**config.mk**
```make
export PLATFORM = sky130hd
export DESIGN_NAME = data_memory_bank
export DESIGN_NICKNAME = d
export VERILOG_FILES = /design/src/rtl/data_memory_bank.sv
export SDC_FILE = /design/constraint.sdc
export NUM_CORES = 1
export LEC_CHECK = 0
export CAP_MARGIN = 15
export CORE_MARGIN = 1.5
export CORE_UTILIZATION = 40
export DETAILED_ROUTE_END_ITERATION = 12
export DONT_BUFFER_PORTS = 1
export PLACE_DENSITY_LB_ADDON = 0.05
export SLEW_MARGIN = 5
export SYNTH_ARGS = -nofsm -noshare
export SYNTH_HDL_FRONTEND = slang
export SYNTH_SLANG_ARGS = --single-unit
```
**constraint.sdc**
```tcl
create_clock -name clk -period 5.2 [get_ports clk]
set_input_delay 1.3 -clock clk [delete_from_list [all_inputs] [get_ports clk]]
set_output_delay 1.3 -clock clk [all_outputs]
set_load 0.05 [all_outputs]
```
**src/rtl/data_memory_bank.sv**
```systemverilog
// rtl/data_memory_bank.sv - byte-enabled handshaked RAM with one-cycle response and zeroing sweep
module data_memory_bank #(
  parameter int DATA_WIDTH = 16,
  parameter int ADDR_WIDTH = 8,
  parameter int DEPTH      = 64
) (
  input  logic                    clk,
  input  logic                    reset,
  input  logic                    clear_req,
  input  logic                    req_valid,
  output logic                    req_ready,
  input  logic                    req_write,
  input  logic [ADDR_WIDTH-1:0]   req_addr,
  input  logic [DATA_WIDTH-1:0]   req_wdata,
  input  logic [DATA_WIDTH/8-1:0] req_be,
  output logic                    rsp_valid,
  output logic [DATA_WIDTH-1:0]   rsp_rdata,
  output logic                    rsp_error,
  output logic                    busy
);

  localparam int NB = DATA_WIDTH / 8;
  localparam int CW = (DEPTH > 1) ? $clog2(DEPTH) : 1;
  localparam logic [CW-1:0]       LAST_IDX = CW'(DEPTH - 1);
  // One extra bit so DEPTH == 2^ADDR_WIDTH is representable in the range compare
  localparam logic [ADDR_WIDTH:0] DEPTH_A  = (ADDR_WIDTH + 1)'(DEPTH);

  typedef enum logic {
    S_CLEAR,
    S_READY
  } state_t;

  state_t                r_state;
  logic [CW-1:0]         r_clr_addr;
  logic [DATA_WIDTH-1:0] r_mem [DEPTH];
  logic                  r_rsp_valid;
  logic [DATA_WIDTH-1:0] r_rsp_rdata;
  logic                  r_rsp_error;

  logic                  w_accept;
  logic                  w_in_range;
  logic [CW-1:0]         w_idx;
  logic [DATA_WIDTH-1:0] w_cur;
  logic [DATA_WIDTH-1:0] w_merged;

  assign busy       = (r_state == S_CLEAR);
  assign req_ready  = (r_state == S_READY) && !clear_req;
  assign w_accept   = req_valid && req_ready;
  // The full address is compared, so out-of-range words never alias onto real ones
  assign w_in_range = ({1'b0, req_addr} < DEPTH_A);
  assign w_idx      = req_addr[CW-1:0];
  assign w_cur      = r_mem[w_idx];

  assign rsp_valid  = r_rsp_valid;
  assign rsp_rdata  = r_rsp_rdata;
  assign rsp_error  = r_rsp_error;

  // Merge enabled write lanes over the current word; reads ignore the byte enables
  always_comb begin
    w_merged = w_cur;
    for (int b = 0; b < NB; b++) begin
      if (req_write && req_be[b]) begin
        w_merged[8*b +: 8] = req_wdata[8*b +: 8];
      end
    end
  end

  // Sweep/serve controller: zero one word per cycle, then serve until a clear is requested
  always_ff @(posedge clk or negedge reset) begin
    if (!reset) begin
      r_state    <= S_CLEAR;
      r_clr_addr <= '0;
    end else begin
      case (r_state)
        S_CLEAR: begin
          if (r_clr_addr == LAST_IDX) begin
            r_state <= S_READY;
          end else begin
            r_clr_addr <= r_clr_addr + CW'(1);
          end
        end
        S_READY: begin
          if (clear_req) begin
            r_state    <= S_CLEAR;
            r_clr_addr <= '0;
          end
        end
        default: begin
          r_state    <= S_CLEAR;
          r_clr_addr <= '0;
        end
      endcase
    end
  end

  // Array write port: sweep zeroes take the port in CLEAR, accepted in-range writes in READY
  always_ff @(posedge clk) begin
    if (r_state == S_CLEAR) begin
      r_mem[r_clr_addr] <= '0;
    end else if (w_accept && req_write && w_in_range) begin
      r_mem[w_idx] <= w_merged;
    end
  end

  // Registered response: one strobe per accepted request, data/error hold otherwise
  always_ff @(posedge clk or negedge reset) begin
    if (!reset) begin
      r_rsp_valid <= 1'b0;
      r_rsp_rdata <= '0;
      r_rsp_error <= 1'b0;
    end else begin
      r_rsp_valid <= w_accept;
      if (w_accept) begin
        r_rsp_error <= !w_in_range;
        r_rsp_rdata <= w_in_range ? w_merged : '0;
      end
    end
  end

endmodule

```
# Word level (Yosys, flattened, before mapping)
# Memory sizes are Yosys's and may differ from the RTL's.
# Cells that the tools add are included.
# classes
n_mux	16
eq_ne	3
bitwise	1
n_shift	0
n_div	0
n_mul	0
n_reduce_logical	10
add_sub_neg	1
n_lt_le_gt_ge	1
# op_table
operator	count
two-way mux 16 bit	2
two-way mux 6 bit	3
two-way mux 8 bit	2
OR reduction 16 bit	1
case mux 6 bit (2 select lines)	1
< comparator 8 x 7 -> 1 bit, second input constant	1
two-way mux 1 bit	7
adder 6 x 1 -> 6 bit, second input constant	1
equality test 6 bit, second input constant	1
logical AND 1 bit	6
!= test 2 bit, second input constant	2
logical NOT 1 bit	2
case mux 1 bit (2 select lines)	1
AND reduction 2 bit	1
inverter 1 bit	1
# totals
ff_bits	25
n_memories	1
romBits	0
mem_bits_rw	1024
elab_cells	38
output_inout_bits	20
latch_bits	0
# memory_table
name	depth	width	rd	rd_ports_with_merged_regs	wr	line	text
r_mem	64	16	1	0	1	35	logic [DATA_WIDTH-1:0] r_mem [DEPTH];

# Longest topological paths before layout
# logic_depth
ltp_word	10
ltp_mapped	12
mapped_depth_nobuf	10

# Worst setup path after synthesis
# Ideal clock, no wire load.
# synth_timing
path_kind	input port to flip-flop
startpoint	input port clear_req
endpoint	memory r_mem[0][11], data pin
path_slack_ps	-742
arrival_time_ps	5240
setup_time_ps	702
cell_stages	8
path_buffers	2
path_cell_list	nor2_2 nand2_2 inv_2 and3_1 clkbuf_1 buf_2 nand2_1 o21ai_0
# synth_between
elab_chain_len	10
# synth_rtl
element	line	text
start, declared	9	input logic clear_req,
logical NOT 1 bit	47	assign req_ready = (r_state == S_READY) && !clear_req;
logical AND 1 bit	47	
logical AND 1 bit	48	assign w_accept = req_valid && req_ready;
net w_accept	40	logic w_accept;
logical AND 1 bit (2 in series)	100	end else if (w_accept && req_write && w_in_range) begin
two-way mux 1 bit	100	
two-way mux 1 bit	98	if (r_state == S_CLEAR) begin
two-way mux 1 bit (not written as such)	101	r_mem[w_idx] <= w_merged;
OR reduction 16 bit (no source line)	n/a	
two-way mux 16 bit (no source line)	n/a	
end, declared	35	
# The timed path passes the listed nets, and every way through them passes these cells.

# Final worst setup path
# layout_timing
startpoint	input port req_addr[0]
endpoint	memory r_mem[14][14], data pin
# layout_between
elab_chain_len	7
elab_cells_between_ends	9
cone_classes	order compare (1); mux (5); reduce/logical (2); memory (1)
# layout_rtl
element	line	text
start, declared	13	input logic [ADDR_WIDTH-1:0] req_addr,
< comparator 8 x 7 -> 1 bit	50	assign w_in_range = ({1'b0, req_addr} < DEPTH_A);
logical AND 1 bit	100	
two-way mux 1 bit	100	
two-way mux 1 bit	98	
two-way mux 1 bit (not written as such)	101	
OR reduction 16 bit (no source line)	n/a	
two-way mux 16 bit (no source line) (*)	n/a	
# Mark *: on every way between the ends. The rest lies on a longest branch, timed or not.

==> impl_metrics.py <==
metrics = {
    "worst_setup_path": {
        "cp_max_fo": 302,
        "arrival_ns": 5.13,
        "r2r-start": "r_state$_DFF_PN0_",
        "worst_setup_path_end_kind": "flop",
        "crit_buf_inv": 1,
        "timing_worst_setup_path_type": "input port to flop",
        "cp_data_required_time_ns": 5.58,
        "r2r-end": "r_mem[51][11]$_DFFE_PP_",
        "slowest_delay_ns": 0.96,
        "r2r_cells": 9,
        "critPathTopFamily": "multiplexers",
        "reg2reg_slack_ns": 1.21,
        "crit_path_start_kind": "input port",
        "worstPathCellList": "mux4_2 -> mux2_2 -> o22ai_1 -> nor3_1 -> a221oi_1 -> nor2_4 -> buf_4",
        "crit_path_top_delay_cell": "mux4_2",
        "crit_cells": 7,
    },
    "drt": {
        "routed_wl_mm": 107,
        "antenna_left": 0,
        "via_per_inst": 5.59,
        "drc": 0,
        "drt_iter0_markers": 1892,
        "avgRoutedWirePerCell_microns": 30.3,
        "dr_total_vias": 19800,
        "firstDrtPassIters": 5,
    },
    "sta": {
        "finalHoldViolCount": 0,
        "worst_slack_ns": 0.448,
        "slew_headroom": 0.0487,
        "period_needed_ns": 4.75,
        "post-route-period-util": 0.914,
        "rsz0062_at_grt": "false",
        "worst_pin_slew_ns": 1.43,
        "drv_slew": 0,
        "max_clock_freq_ghz": 0.210,
        "finalSetupViolCount": 0,
        "skew_ns": 0.0324,
    },
    "clock_tree": {
        "clk_pin_slew_ns": 0.06,
        "htree_levels": 3,
        "postCtsHoldBufs": 0,
        "clk_path_buf_depth": 3,
        "cts_tree": "done",
        "numCtsBuffers": 110,
        "numClockSinks": 1049,
        "post-cts-setup-buffers": 0,
        "cts_resized": 0,
        "cts-root-buf": "clkbuf_16",
        "clkLatencyLatePin_ns": 0.69,
    },
    "floorplanning": {
        "core_area_sq_um": 101000,
        "rows": 117,
        "die_h_microns": 323,
        "die_w_microns": 323,
        "io_pins": 51,
        "die_area_sq_um": 104000,
        "start_util": 0.403,
    },
    "min_path": {
        "min_path_type": "input port to async pin",
    },
    "yosys": {
        "ys_seq_area_frac": 0.768,
        "synthArstFlopShare": 0.0238,
        "ys_types": 56,
        "synthCells": 1972,
        "ys_ff_latch": 1049,
        "synth_warnings": 0,
        "ys.flop_type": "edfxtp_1",
        "synth_edf_count": 1024,
        "synth_area_sq_um": 40800,
        "synth_nets": 2004,
        "avgSynthCellArea_sq_um": 20.7,
    },
    "grt": {
        "antenna_found_initial": 3,
        "use_met3": 0.0434,
        "grt_pass1_wl_mm": 153,
        "grt_usage": 0.210,
        "use_met2": 0.333,
        "grt-ovfl-total": 0,
        "use_met1": 0.294,
        "grt_pass1_vias": 20500,
        "grt_max_degree": 303,
        "grt-busiest-layer": "met2",
    },
    "power": {
        "p_per_area_nw_per_um2": 405,
        "irDropWorstVdd_mv": 0.245,
        "total_power_uw": 18800,
        "power_leakage_uw": 0.0164,
    },
    "cells_and_area": {
        "drive_gt1_frac": 0.235,
        "final_cell_mix": "edfxtp_1 (1024), mux4_2 (205), a22oi_1 (114), clkbuf_16 (112), nand2_1 (110)",
        "synthToLayoutAreaGrowth_pct": 13.7,
        "nFillCells": 8550,
        "final_common_cell": "edfxtp_1",
        "final_nets": 2118,
    },
    "placement": {
        "globalplace.congestion": 0.857,
        "preCtsSetupSlack_ns": 0.405,
        "dpl.hpwl_mm": 60.4,
        "io_buffers": 0,
    },
    "run_status": {
        "status": "finished clean",
    },
    "flow_run": {
        "max_cap_violations": 0,
    },
}
==> synth_stat cells, types with 4 or more instances <==
cell | count | area [sq um]
a31oi_1 | 4 | 25.0
dfrtp_1 | 25 | 626
nand2_1 | 110 | 413
clkbuf_1 | 40 | 150
o21ai_0 | 17 | 85.1
mux4_2 | 205 | 4620
nor2_1 | 81 | 304
a22o_1 | 17 | 149
buf_6 | 12 | 135
a221oi_1 | 8 | 70.1
and2_1 | 6 | 37.5
mux4_1 | 10 | 263
nand2b_1 | 11 | 68.8
a22oi_1 | 114 | 856
a21oi_1 | 18 | 90.1
nor3_1 | 7 | 35.0
o21ai_1 | 8 | 40.0
nand3_1 | 22 | 110
o21a_1 | 4 | 30.0
edfxtp_1 | 1024 | 30700
buf_12 | 5 | 100
a21boi_1 | 9 | 67.6
a211oi_2 | 10 | 125
o22ai_1 | 5 | 31.3
buf_1 | 4 | 15.0
nor2b_1 | 7 | 43.8
buf_2 | 28 | 140
buf_4 | 14 | 105
mux2i_1 | 93 | 931
o211ai_1 | 11 | 82.6
==> flip-flops by register name (all words and copies together) (netlist names) <==
| name | flops |
|---|---|
| rsp_rdata | 16 |
| r_mem | 1024 |
| rsp_valid | 1 |
| r_clr_addr | 6 |
| r_state | 1 |
| rsp_error | 1 |
==> area by class of cell <==
cell class,instances,area [sq um],share of cell area
flip-flops and latches,1049,31400,0.676
well taps,1368,1710,0.0369
clock inverters,67,559,0.0120
inverters,4,15.0,0.000323
diodes,1,2.50,0.0000539
multi-input cells,812,8950,0.193
clock buffers,131,2900,0.0625
repair buffers,109,913,0.0197
==> power breakdown <==
part	switching (uW)	internal [uW]	total, uW
Clock	3180	4400	7580
Combinational	909	449	1360
Sequential	278	9610	9890
==> routing by layer <==
layer	vias to the layer above	routed length [microns]
met2	514	50900
met5	-	213
li1	8450	-
met1	10700	48000
met4	4	2000
met3	120	6230
==> cell families (layout without fill, tap and decap cells) <==
kind of cell               Yosys count  after routing  share of synthesized area
other                                0              1                          0
adders and majority gates            1              1                   0.000306
and+or+nand+nor                    257            257                     0.0269
DFF                               1049           1049                      0.768
xor gates and xnor gates             3              3                   0.000643
buffers and inverters              111            311                     0.0174
AOI/OAI and AO/OA                  240            240                     0.0436
muxes                              311            311                      0.143
==> how the worst max path moves through the flow <==
stage	start	endpoint
after floorplan	clear_req	r_mem[0][11]$_DFFE_PP_
after global placement	req_addr[1]	r_mem[12][14]$_DFFE_PP_
after detailed placement	req_addr[1]	r_mem[15][14]$_DFFE_PP_
after CTS	req_addr[1]	r_mem[14][14]$_DFFE_PP_
after global routing	req_addr[0]	r_mem[16][14]$_DFFE_PP_
final	req_addr[0]	r_mem[14][14]$_DFFE_PP_
==> metrics by stage <==
stage                     utilization  hold slack (ns)  TNS [ns]  std cells  cell area [sq um]
after global routing            0.458            0.269         0       3540              46400
final                           0.458            0.301         0       3541              46400
after floorplan                     -            0.554   -284.30       1972              40800
after detailed placement        0.424            0.637         0       3342              43000
after global placement          0.423            0.623         0       3341              42900
after CTS                       0.458            0.257         0       3540              46400
Note: power is estimated with default switching activity, not from simulation.
